[config.mk]
export PLATFORM = sky130hd
export DESIGN_NAME = battlefront_calc_flat
export DESIGN_NICKNAME = d
export VERILOG_FILES = /design/src/rtl/battlefront_calc_pkg.sv /design/src/rtl/battlefront_calc_if.sv /design/src/rtl/battlefront_calc_sat_add.sv /design/src/rtl/battlefront_calc.sv /design/src/flat_wrapper.sv
export SDC_FILE = /design/constraint.sdc
export NUM_CORES = 1
export LEC_CHECK = 0
export BUFFER_PORTS_ARGS = -buffer_cell sky130_fd_sc_hd__buf_2
export CAP_MARGIN = 20
export CORE_MARGIN = 2
export CORE_UTILIZATION = 55
export CTS_CLUSTER_DIAMETER = 80
export DETAILED_ROUTE_END_ITERATION = 8
export HOLD_SLACK_MARGIN = 0.06
export PLACE_DENSITY = 0.87
export SYNTH_ARGS = -nofsm -noshare
export SYNTH_HDL_FRONTEND = slang
export SYNTH_SLANG_ARGS = --single-unit
export TNS_END_PERCENT = 10
[constraint.sdc]
create_clock -name clk -period 7 [get_ports clk]
set_input_delay 1.4 -clock clk [delete_from_list [all_inputs] [get_ports clk]]
set_output_delay 1.4 -clock clk [all_outputs]
set_load 0.1 [all_outputs]
[src/rtl/battlefront_calc_pkg.sv]
// Shared constants, state encoding and empty-front defaults for the battlefront calculator.
package battlefront_calc_pkg;

  localparam int NUM_SLOTS   = 4;
  localparam int POS_W       = 9;
  localparam int DMG_W       = 8;
  localparam int TICK_CYCLES = 16;

  localparam int CNT_W = (TICK_CYCLES > 1) ? $clog2(TICK_CYCLES) : 1;
  localparam int IDX_W = (NUM_SLOTS > 1) ? $clog2(NUM_SLOTS) : 1;

  localparam logic [POS_W-1:0] POS_MAX = '1;
  localparam logic [DMG_W-1:0] DMG_MAX = '1;

  // A front with nobody alive: enemies sit at the origin, units at the far edge.
  localparam logic [POS_W-1:0] ENEMY_FRONT_EMPTY = '0;
  localparam logic [POS_W-1:0] UNIT_FRONT_EMPTY  = POS_MAX;

  typedef enum logic [3:0] {
    S_WAIT   = 4'b0001,
    S_SCAN   = 4'b0010,
    S_DAMAGE = 4'b0100,
    S_MOVE   = 4'b1000
  } state_t;

endpackage

[src/rtl/battlefront_calc_if.sv]
// Slot inputs, published results and strobes of the battlefront calculator.
interface battlefront_calc_if;
  import battlefront_calc_pkg::*;

  logic                       enable;
  logic [NUM_SLOTS*POS_W-1:0] unitPos;
  logic [NUM_SLOTS-1:0]       unitDead;
  logic [NUM_SLOTS*DMG_W-1:0] unitDmg;
  logic [NUM_SLOTS*POS_W-1:0] enemyPos;
  logic [NUM_SLOTS-1:0]       enemyDead;
  logic [NUM_SLOTS*DMG_W-1:0] enemyDmg;
  logic [POS_W-1:0]           enemyFront;
  logic [POS_W-1:0]           unitFront;
  logic [DMG_W-1:0]           damageToUnits;
  logic [DMG_W-1:0]           damageToEnemies;
  logic                       damageSCEN;
  logic                       moveSCEN;
  state_t                     state_dbg;

  // No ready path: damageSCEN and moveSCEN are one-cycle fire-and-forget strobes,
  // and the front/damage outputs are already stable when damageSCEN is high.
  modport master (
    output enable, unitPos, unitDead, unitDmg, enemyPos, enemyDead, enemyDmg,
    input  enemyFront, unitFront, damageToUnits, damageToEnemies,
           damageSCEN, moveSCEN, state_dbg
  );

  modport slave (
    input  enable, unitPos, unitDead, unitDmg, enemyPos, enemyDead, enemyDmg,
    output enemyFront, unitFront, damageToUnits, damageToEnemies,
           damageSCEN, moveSCEN, state_dbg
  );

endinterface

[src/rtl/battlefront_calc_sat_add.sv]
// Unsigned adder that clamps to all ones instead of wrapping.
module sat_add #(
  parameter int W = 8
) (
  input  logic [W-1:0] a,
  input  logic [W-1:0] b,
  output logic [W-1:0] y
);

  logic [W:0] full;

  always_comb begin
    full = {1'b0, a} + {1'b0, b};
    y    = full[W] ? {W{1'b1}} : full[W-1:0];
  end

endmodule

[src/rtl/battlefront_calc.sv]
// Per-tick scan of all unit/enemy slots, publishing fronts and saturated damage totals.
module battlefront_calc
  import battlefront_calc_pkg::*;
(
  input  logic               clk,
  input  logic               reset,
  battlefront_calc_if.slave  bus
);

  state_t           state, state_nxt;
  logic [CNT_W-1:0] tick_cnt;
  logic [IDX_W-1:0] idx;

  logic [POS_W-1:0] enc_max, unit_min, enc_max_nxt, unit_min_nxt;
  logic [DMG_W-1:0] sum_e, sum_u, sum_e_nxt, sum_u_nxt;

  logic [POS_W-1:0] e_pos, u_pos;
  logic [DMG_W-1:0] e_dmg, u_dmg, e_addend, u_addend;
  logic             e_live, u_live, tick_last, scan_last;

  assign tick_last = (tick_cnt == CNT_W'(TICK_CYCLES - 1));
  assign scan_last = (idx == IDX_W'(NUM_SLOTS - 1));

  assign e_pos  = bus.enemyPos[idx*POS_W +: POS_W];
  assign u_pos  = bus.unitPos[idx*POS_W +: POS_W];
  assign e_dmg  = bus.enemyDmg[idx*DMG_W +: DMG_W];
  assign u_dmg  = bus.unitDmg[idx*DMG_W +: DMG_W];
  assign e_live = !bus.enemyDead[idx];
  assign u_live = !bus.unitDead[idx];

  // Dead slots feed a zero addend so the adders stay free-running.
  assign e_addend = e_live ? e_dmg : '0;
  assign u_addend = u_live ? u_dmg : '0;

  assign enc_max_nxt  = (e_live && (e_pos > enc_max))  ? e_pos : enc_max;
  assign unit_min_nxt = (u_live && (u_pos < unit_min)) ? u_pos : unit_min;

  sat_add #(.W(DMG_W)) u_sat_e (.a(sum_e), .b(e_addend), .y(sum_e_nxt));
  sat_add #(.W(DMG_W)) u_sat_u (.a(sum_u), .b(u_addend), .y(sum_u_nxt));

  always_ff @(posedge clk or posedge reset) begin
    if (reset) state <= S_WAIT;
    else       state <= state_nxt;
  end

  always_comb begin
    state_nxt      = state;
    bus.damageSCEN = 1'b0;
    bus.moveSCEN   = 1'b0;
    case (state)
      S_WAIT:   if (bus.enable && tick_last) state_nxt = S_SCAN;
      S_SCAN:   if (scan_last) state_nxt = S_DAMAGE;
      S_DAMAGE: begin
        bus.damageSCEN = 1'b1;
        state_nxt      = S_MOVE;
      end
      S_MOVE: begin
        bus.moveSCEN = 1'b1;
        state_nxt    = S_WAIT;
      end
      default:  state_nxt = S_WAIT;
    endcase
  end

  assign bus.state_dbg = state;

  always_ff @(posedge clk or posedge reset) begin
    if (reset) begin
      tick_cnt            <= '0;
      idx                 <= '0;
      enc_max             <= ENEMY_FRONT_EMPTY;
      unit_min            <= UNIT_FRONT_EMPTY;
      sum_e               <= '0;
      sum_u               <= '0;
      bus.enemyFront      <= ENEMY_FRONT_EMPTY;
      bus.unitFront       <= UNIT_FRONT_EMPTY;
      bus.damageToUnits   <= '0;
      bus.damageToEnemies <= '0;
    end else begin
      case (state)
        S_WAIT: begin
          if (bus.enable) begin
            if (tick_last) begin
              tick_cnt <= '0;
              idx      <= '0;
              enc_max  <= ENEMY_FRONT_EMPTY;
              unit_min <= UNIT_FRONT_EMPTY;
              sum_e    <= '0;
              sum_u    <= '0;
            end else begin
              tick_cnt <= tick_cnt + 1'b1;
            end
          end
        end
        S_SCAN: begin
          enc_max  <= enc_max_nxt;
          unit_min <= unit_min_nxt;
          sum_e    <= sum_e_nxt;
          sum_u    <= sum_u_nxt;
          idx      <= scan_last ? '0 : idx + 1'b1;
          // Publish on the last slot so results are stable for the whole damage/move pair.
          if (scan_last) begin
            bus.enemyFront      <= enc_max_nxt;
            bus.unitFront       <= unit_min_nxt;
            bus.damageToUnits   <= sum_e_nxt;
            bus.damageToEnemies <= sum_u_nxt;
          end
        end
        default: ;
      endcase
    end
  end

endmodule

[src/flat_wrapper.sv]
// flat-port wrapper written by rule: the top's interface ports become plain ports
module battlefront_calc_flat import battlefront_calc_pkg::*;
  (clk, reset, bus_enable, bus_unitPos, bus_unitDead, bus_unitDmg, bus_enemyPos, bus_enemyDead, bus_enemyDmg, bus_enemyFront, bus_unitFront, bus_damageToUnits, bus_damageToEnemies, bus_damageSCEN, bus_moveSCEN, bus_state_dbg);
  battlefront_calc_if bus_i ();
  input  logic clk;
  input  logic reset;
  input wire logic [$bits(bus_i.enable)-1:0] bus_enable;
  input wire logic [$bits(bus_i.unitPos)-1:0] bus_unitPos;
  input wire logic [$bits(bus_i.unitDead)-1:0] bus_unitDead;
  input wire logic [$bits(bus_i.unitDmg)-1:0] bus_unitDmg;
  input wire logic [$bits(bus_i.enemyPos)-1:0] bus_enemyPos;
  input wire logic [$bits(bus_i.enemyDead)-1:0] bus_enemyDead;
  input wire logic [$bits(bus_i.enemyDmg)-1:0] bus_enemyDmg;
  output wire logic [$bits(bus_i.enemyFront)-1:0] bus_enemyFront;
  output wire logic [$bits(bus_i.unitFront)-1:0] bus_unitFront;
  output wire logic [$bits(bus_i.damageToUnits)-1:0] bus_damageToUnits;
  output wire logic [$bits(bus_i.damageToEnemies)-1:0] bus_damageToEnemies;
  output wire logic [$bits(bus_i.damageSCEN)-1:0] bus_damageSCEN;
  output wire logic [$bits(bus_i.moveSCEN)-1:0] bus_moveSCEN;
  output wire logic [$bits(bus_i.state_dbg)-1:0] bus_state_dbg;
  assign bus_i.enable = bus_enable;
  assign bus_i.unitPos = bus_unitPos;
  assign bus_i.unitDead = bus_unitDead;
  assign bus_i.unitDmg = bus_unitDmg;
  assign bus_i.enemyPos = bus_enemyPos;
  assign bus_i.enemyDead = bus_enemyDead;
  assign bus_i.enemyDmg = bus_enemyDmg;
  assign bus_enemyFront = bus_i.enemyFront;
  assign bus_unitFront = bus_i.unitFront;
  assign bus_damageToUnits = bus_i.damageToUnits;
  assign bus_damageToEnemies = bus_i.damageToEnemies;
  assign bus_damageSCEN = bus_i.damageSCEN;
  assign bus_moveSCEN = bus_i.moveSCEN;
  assign bus_state_dbg = bus_i.state_dbg;
  battlefront_calc u_core (.clk(clk), .reset(reset), .bus(bus_i));
endmodule
==> results of run 1 <==
[routing by layer]
layer  vias up  wire length [um]  track usage
met3        43               901      0.06772
met1      2341              5595       0.3613
met2       218              7416       0.4909
met5         -                 0            0
met4         0               378       0.1169
li1       2159                 -            -
[cell type report]
type,count,area (um2)
inverter,23,86.33
timing repair buffer,192,975.9
multi-input combinational,340,3110
tap,129,161.4
antenna,1,2.502
fill,701,2775
sequential,78,1977
clock buffer,9,123.9
clock inverter,7,71.32
[registers in the layout, summed over array words and instances (netlist names)]
name                        flops
u_core.idx                      2
u_core.bus.unitFront            9
u_core.sum_u                    8
u_core.sum_e                    8
u_core.bus.damageToUnits        8
u_core.bus.enemyFront           9
u_core.tick_cnt                 4
u_core.enc_max                  9
u_core.bus.damageToEnemies      8
u_core.bus.state_dbg            4
u_core.unit_min                 9
[metrics by stage]
stage | cell area, um2 | setup WS (ps) | hold slack, ps | power [uW] | utilization
after floorplan | 5269 | 1391 | 456.3 | 1010 | -
after global placement | 6311 | 2592 | 456.2 | 1120 | 0.6798
after detailed placement | 6311 | 2533 | 464.7 | 1157 | 0.6798
after CTS | 6506 | 2766 | 484.7 | 1499 | 0.7008
after global routing | 6506 | 2366 | 506.6 | 1604 | 0.7008
final | 6509 | 2734 | 476.0 | 1499 | 0.7011
[cell usage in the layout (no fill, tap or decap), types with 6 or more instances in the layout]
cell type,instances
buf_2,186
dfrtp_1,58
nand2_1,37
o21ai_0,36
ha_1,35
mux4_2,33
inv_1,22
dfstp_2,19
a22o_1,18
nor2_1,16
and3_1,13
mux2i_1,11
mux2_2,11
a21oi_1,10
a221o_1,10
nor2b_1,10
o22a_1,9
clkbuf_8,9
a21o_1,8
a211oi_1,8
and2b_1,8
nor3_1,6
buf_4,6
[power groups by stage]
stage / sequential, uW / clock [uW] / combinational, uW
after CTS: 606 / 346 / 546
after global placement: 607 / 0 / 513
after global routing: 621 / 369 / 613
after detailed placement: 614 / 0 / 543
after floorplan: 615 / 0 / 394
final: 608 / 342 / 549
[worst max-delay path, delay by kind of cell, from the launching register on]
family                     cells  cell delay (ps)
AOI/OAI and AO/OA              4             1290
adders and majority gates      1              460
buffers and inverters          1              400
DFF                            1              940
muxes                          2              850
and+or+nand+nor                1              210
[worst paths after layout]
kind / from / end / cells past startpoint
min in group asynchronous: reset / u_core.bus.enemyFront[3] / 3
max: u_core.idx[0] / u_core.bus.damageToEnemies[2] / 9
min: u_core.bus.damageToUnits[3] / u_core.bus.damageToUnits[3] / 2
min reg2reg: u_core.bus.damageToUnits[3] / u_core.bus.damageToUnits[3] / 2
max in group asynchronous: reset / u_core.idx[0] / 3
max reg2reg: u_core.idx[0] / u_core.bus.damageToEnemies[2] / 9
[cell families after synthesis]
kind of cell,Yosys count,synth area share
buffers and inverters,46,0.03800
multiplexers,58,0.2004
adder cells (fa/ha/maj),37,0.09072
flip-flops,78,0.3750
XOR/XNOR,5,0.008313
AND/OR/NAND/NOR,114,0.1135
AO/OA/AOI/OAI,126,0.1741
==> summary.md, run 1 <==
| Metric | Value |
|---|---|
| Tcrit/Tclk final | 0.6095 |
| Worst-Margin Slew | 1027 ps |
| CTS tree | built |
| Vias in the first global route | 4962 |
| Yosys reg bits | 78 |
| Final Hold Vio Count | 0 |
| R2R setup slack | around 2700 ps |
| Sequential group share of total power | 0.406 |
| Slowest stage delay, CP | 940 ps |
| Top cells by area, synth | dfrtp_1 28%, mux4_2 14%, dfstp_2 9.5% |
| Critical path data required time | between 7000 and 8000 ps |
| Clock sinks | 78 |
| Synth top area share | 0.2802 |
| Psw | 535.7 uW |
| Critical path type | register to register |
| WP data arrival | about 4500 ps |
| Iter 0 DRT Violations | 224 |
| Switching share of power | 0.3573 |
| Buffers on Ports | ~190 |
| Synth Cell Area | 5269 um2 |
| Number of synthesized flops with an enable pin | 0 |
| CTS Root Cell | clkbuf_8 |
| Final Instance Count excl. Fillers | 779 |
| Post-CTS Setup Inserts | 0 |
| Sequential share of the synthesized area | 0.3750 |
| Async SR Flop Fraction | 1.000 |
| Total Routed Length | roughly 14000 um |
| Worst vdd ir | around 170 uV |
| Internal Power | 963.6 uW |
| Nets | 828 |
| Cell leakage power | 0.003225 uW |
| CP startpoint kind | register |
| Gpl congestion | 0.9169 |
| Slew Viols, Final | 0 |
| H-tree depth | 3 |
| Cts bufs inserted | 9 |
| Final setup viols | 0 |
| Cells after DPL | 762 |
| MaxCap Viol Count | 0 |
| Synthesis Warnings | 0 |
| First-pass GRT wire length | 23410 um |
| CTS Hold Bufs | 0 |
| Via count | roughly 4800 |
| Max Fclk | 234.4 MHz |
| Global route overflow | 0 |
| Clock Power Share | 0.228 |
| Worst Clk Skew | 9.184 ps |
| DR WL/cell | 18.35 um |
| RSZ-0062 raised after global routing | no |
| ANT nets after route | 0 |
| Most frequent cells after synthesis | 59 x dfrtp_1, 37 x nand2_1, 37 x o21ai_0 |
| Worst-path clk slew | 90 ps |
| Die W | 101.9 um |
| Pin count of the biggest net entering global routing | 79 |
| Most frequent cell after synthesis | dfrtp_1 |
| Hold Path Class | register to register |
| Post-CTS resize count | 0 |
| Combinational fraction of design power | 0.366 |
| Run status | complete, no violations |
| Area growth syn-to-layout | 23.53% |
| Post-DP HPWL | around 11000 um |
| Starting density of the core | 0.5675 |
| Total global-route track usage | 0.2900 |
| Critical path cell sequence | buf_4 -> mux4_2 -> and2b_1 -> fa_1 -> a211oi_1 -> o21ai_0 -> a211oi_1 -> o21ai_0 -> mux2_2 |
| Pwr/cell area | about 230 nW/um2 |
| Avg Cell Area, Syn | 11.36 um2 |
| Max_slew headroom | 0.3153 |
| Most used DFF post-synth | dfrtp_1 |
| Chip Height | about 100 um |
| Die area | 10380 um2 |
| Row cnt | 35 |
| Mapped Cells | 464 |
| DR vias/cell | 6.112 |
| Slowest CP cell | dfrtp_2 |
| Setup TNS | 0 ps |
| Initial antenna violation count | 0 |
| Syn nets | 648 |
| DR DRC count | 0 |
| Layout cells sized above 1 | 0.4345 |
| Top Ports | 187 |
| Later-pin clock latency in the skew report | 360 ps |
| First-pass iteration count of the detailed router | 5 |
| Core box area | 9284 um2 |
| Post-synth top area cell | dfrtp_1 |
| Post-synth cell types | slightly below 60 |
| Endpoint class of the critical path | register |
| Crit path time final | between 4000 and 5000 ps |
| Longest Clk Path Bufs | 2 |
| CP max FO | 27 |
(Power assumes the default switching activity.)
==> run 2: changes to the inputs <==
--- a/config.mk
+++ b/config.mk
@@ -8,11 +8,11 @@
 export BUFFER_PORTS_ARGS = -buffer_cell sky130_fd_sc_hd__buf_2
 export CAP_MARGIN = 20
 export CORE_MARGIN = 2
-export CORE_UTILIZATION = 55
+export CORE_UTILIZATION = 46
 export CTS_CLUSTER_DIAMETER = 80
 export DETAILED_ROUTE_END_ITERATION = 8
 export HOLD_SLACK_MARGIN = 0.06
-export PLACE_DENSITY = 0.87
+export PLACE_DENSITY = 0.78
 export SYNTH_ARGS = -nofsm -noshare
 export SYNTH_HDL_FRONTEND = slang
 export SYNTH_SLANG_ARGS = --single-unit
==> constraint.sdc (replaced) <==
create_clock -name clk -period 3.56 [get_ports clk]
set_input_delay 0.712 -clock clk [delete_from_list [all_inputs] [get_ports clk]]
set_output_delay 0.712 -clock clk [all_outputs]
set_load 0.1 [all_outputs]
==> run 2 against run 1 <==
Effect of this change:
- total power up 110%
- cell count up 3.2%
- first-iteration DRC count down 23%
- global-route usage down 5.5 points
- worst hold slack better by 1.8 ps
- fmax up 27%
- design area up 2.8%
- largest cell class unchanged
- largest power group unchanged
==> summary.md, run 2 (same netlist as run 1, synthesis figures left out) <==
| Metric | Value |
|---|---|
| Worst-Margin Slew | 958.8 ps (was 1027 ps) |
| Internal Power | 2066 uW (was 963.6 uW) |
| CP startpoint kind | register (unchanged) |
| MaxCap Viol Count | 0 (unchanged) |
| CTS Root Cell | clkbuf_16 (was clkbuf_8) |
| Cts bufs inserted | 9 (unchanged) |
| WP data arrival | 3610 ps (was 4520 ps) |
| Total global-route track usage | 0.2346 (was 0.2900) |
| Die area | 12330 um2 (was 10380 um2) |
| ANT nets after route | 0 (unchanged) |
| Worst vdd ir | 221.6 uV (was 167.2 uV) |
| Slowest CP cell | mux4_1 (was dfrtp_2) |
| CTS Hold Bufs | 0 (unchanged) |
| Global route overflow | 0 (unchanged) |
| Post-DP Area | 6432 um2 (was 6311 um2) |
| Combinational fraction of design power | 0.362 (was 0.366) |
| Reg area | 1981 um2 (was 1977 um2) |
| RSZ-0062 raised after global routing | no (unchanged) |
| Die W | 111.0 um (was 101.9 um) |
| Chip Height | 111.0 um (was 101.9 um) |
| Worst-path clk slew | 60 ps (was 90 ps) |
| Top Ports | 187 (unchanged) |
| Slew Viols, Final | 0 (unchanged) |
| Psw | 1062 uW (was 535.7 uW) |
| First-pass iteration count of the detailed router | 5 (unchanged) |
| Layout cells sized above 1 | 0.4424 (was 0.4345) |
| Buffers on Ports | 186 (unchanged) |
| Most numerous cell on the critical path | a211o_1 |
| Vias in the first global route | 4776 (was 4962) |
| Slowest stage delay, CP | 650 ps (was 940 ps) |
| DR DRC count | 0 (unchanged) |
| Initial antenna violation count | 1 (was 0) |
| Max Fclk | 298.4 MHz (was 234.4 MHz) |
| Total Power | 3128 uW (was 1499 uW) |
| Area growth syn-to-layout | 26.95% (was 23.53%) |
| Post-DP HPWL | 10810 um (was 11020 um) |
| Post-CTS resize count | 0 (unchanged) |
| Final Cell Area | 6689 um2 (was 6509 um2) |
| Final Hold Vio Count | 0 (unchanged) |
| Clock Power Share | 0.261 (was 0.228) |
| Via count | 4685 (was 4761) |
| Multi-input gate area | 3113 um2 (was 3110 um2) |
| DR vias/cell | 5.827 (was 6.112) |
| Switching share of power | 0.3395 (was 0.3573) |
| Sequential group share of total power | 0.377 (was 0.406) |
| Later-pin clock latency in the skew report | 340 ps (was 360 ps) |
| Final setup viols | 0 (unchanged) |
| Run status | complete, no violations (unchanged) |
| DR WL/cell | 17.62 um (was 18.35 um) |
| CP max FO | 12 (was 27) |
| Clock sinks | 78 (unchanged) |
| H-tree depth | 3 (unchanged) |
| Worst Clk Skew | 9.114 ps (was 9.184 ps) |
| First-pass GRT wire length | 23230 um (was 23410 um) |
| Gpl congestion | 0.9377 (was 0.9169) |
| Fillers | 943 (was 701) |
| CTS tree | built (unchanged) |
| R2R setup slack | 210 ps (was 2730 ps) |
| Tcrit/Tclk final | 0.9413 (was 0.6095) |
| Cell leakage power | 0.003301 uW (was 0.003225 uW) |
| Hold Path Class | register to register (unchanged) |
| Max_slew headroom | 0.3608 (was 0.3153) |
| Critical path cell sequence | buf_4 -> mux4_1 -> ha_1 -> o21a_1 -> a211o_1 -> a211o_1 -> or2_1 -> o22a_1 (was buf_4 -> mux4_2 -> and2b_1 -> fa_1 -> a211oi_1 -> o21ai_0 -> a211oi_1 -> o21ai_0 -> mux2_2) |
| Commonest non-fill, non-tap cell in the layout | buf_2 (unchanged) |
| Starting density of the core | 0.4654 (was 0.5675) |
| Iter 0 DRT Violations | 173 (was 224) |
| Critical path data required time | 3820 ps (was 7250 ps) |
| Post-CTS Setup Inserts | 0 (unchanged) |
| Total Routed Length | 14170 um (was 14290 um) |
| Endpoint class of the critical path | register (unchanged) |
| Critical path type | register to register (unchanged) |
| Crit path time final | 3351 ps (was 4266 ps) |
| Core box area | 11320 um2 (was 9284 um2) |
| Nets | 839 (was 828) |
| Row cnt | 39 (was 35) |
| Pwr/cell area | 467.6 nW/um2 (was 230.3 nW/um2) |
| Most frequent cells in the layout | 186 x buf_2, 57 x dfrtp_1, 37 x nand2_1 (was 186 x buf_2, 58 x dfrtp_1, 37 x nand2_1) |
| Pin count of the biggest net entering global routing | 56 (was 79) |
| Longest Clk Path Bufs | 2 (unchanged) |
[run 2: changes by cell type in the layout (fill, tap and decap cells not counted), sizes merged]
cell    delta
inv        -3
bufinv     -1
buf       +11
clkbuf     +4
[run 2: critical path: cells and delay by family, from the launching register on]
kind	cells	cell delay (ps)
and+or+nand+nor	1	410
DFF	1	530
muxes	1	650
AOI/OAI and AO/OA	4	1140
buffers and inverters	1	210
adders and majority gates	1	330
[run 2: power groups by stage]
stage          combinational (uW)  clock (uW)  sequential, uW
2_1_floorplan                 775           0            1210
3_3_place_gp                 1060           0            1180
3_5_place_dp                 1120           0            1190
4_1_cts                      1130         836            1170
5_1_grt                      1260         870            1200
6_report                     1130         817            1180
[run 2: cell type report]
class | count | share of cell area
diodes | 1 | 0.0003741
inverters | 23 | 0.01309
multi-input cells | 340 | 0.4654
repair buffers | 203 | 0.1601
clock inverters | 3 | 0.002245
flip-flops and latches | 78 | 0.2961
clock buffers | 13 | 0.03591
well taps | 143 | 0.02675
[run 2: path summary, 6_finish.rpt]
check | from | end | cells after the start
min in group asynchronous | reset | u_core.bus.damageToEnemies[0] | 2
min reg2reg | u_core.bus.damageToUnits[6] | u_core.bus.damageToUnits[6] | 2
max | u_core.idx[0] | u_core.unit_min[0] | 8
min | u_core.bus.damageToUnits[6] | u_core.bus.damageToUnits[6] | 2
max in group asynchronous | reset | u_core.bus.unitFront[1] | 3
max reg2reg | u_core.idx[0] | u_core.unit_min[0] | 8
[run 2: per-layer routing]
metal,part of all wire,track usage
met4,0.023,0.08971
met2,0.51,0.3984
met1,0.41,0.2998
met5,0,0
met3,0.059,0.04429
[run 2: metrics by stage]
| step | instances | worst slack (ps) | utilization | hold slack (ps) | setup TNS (ps) |
|---|---|---|---|---|---|
| floorplan | 464 | -427.7 | - | 456.3 | -4203 |
| global placement | 787 | 168.6 | 0.5682 | 457.1 | 0 |
| detailed placement | 787 | 108.8 | 0.5682 | 467.7 | 0 |
| CTS | 803 | 149.6 | 0.5907 | 481.6 | 0 |
| global route | 804 | 49.27 | 0.5908 | 502.5 | 0 |
| finish | 804 | 209.0 | 0.5908 | 477.9 | 0 |
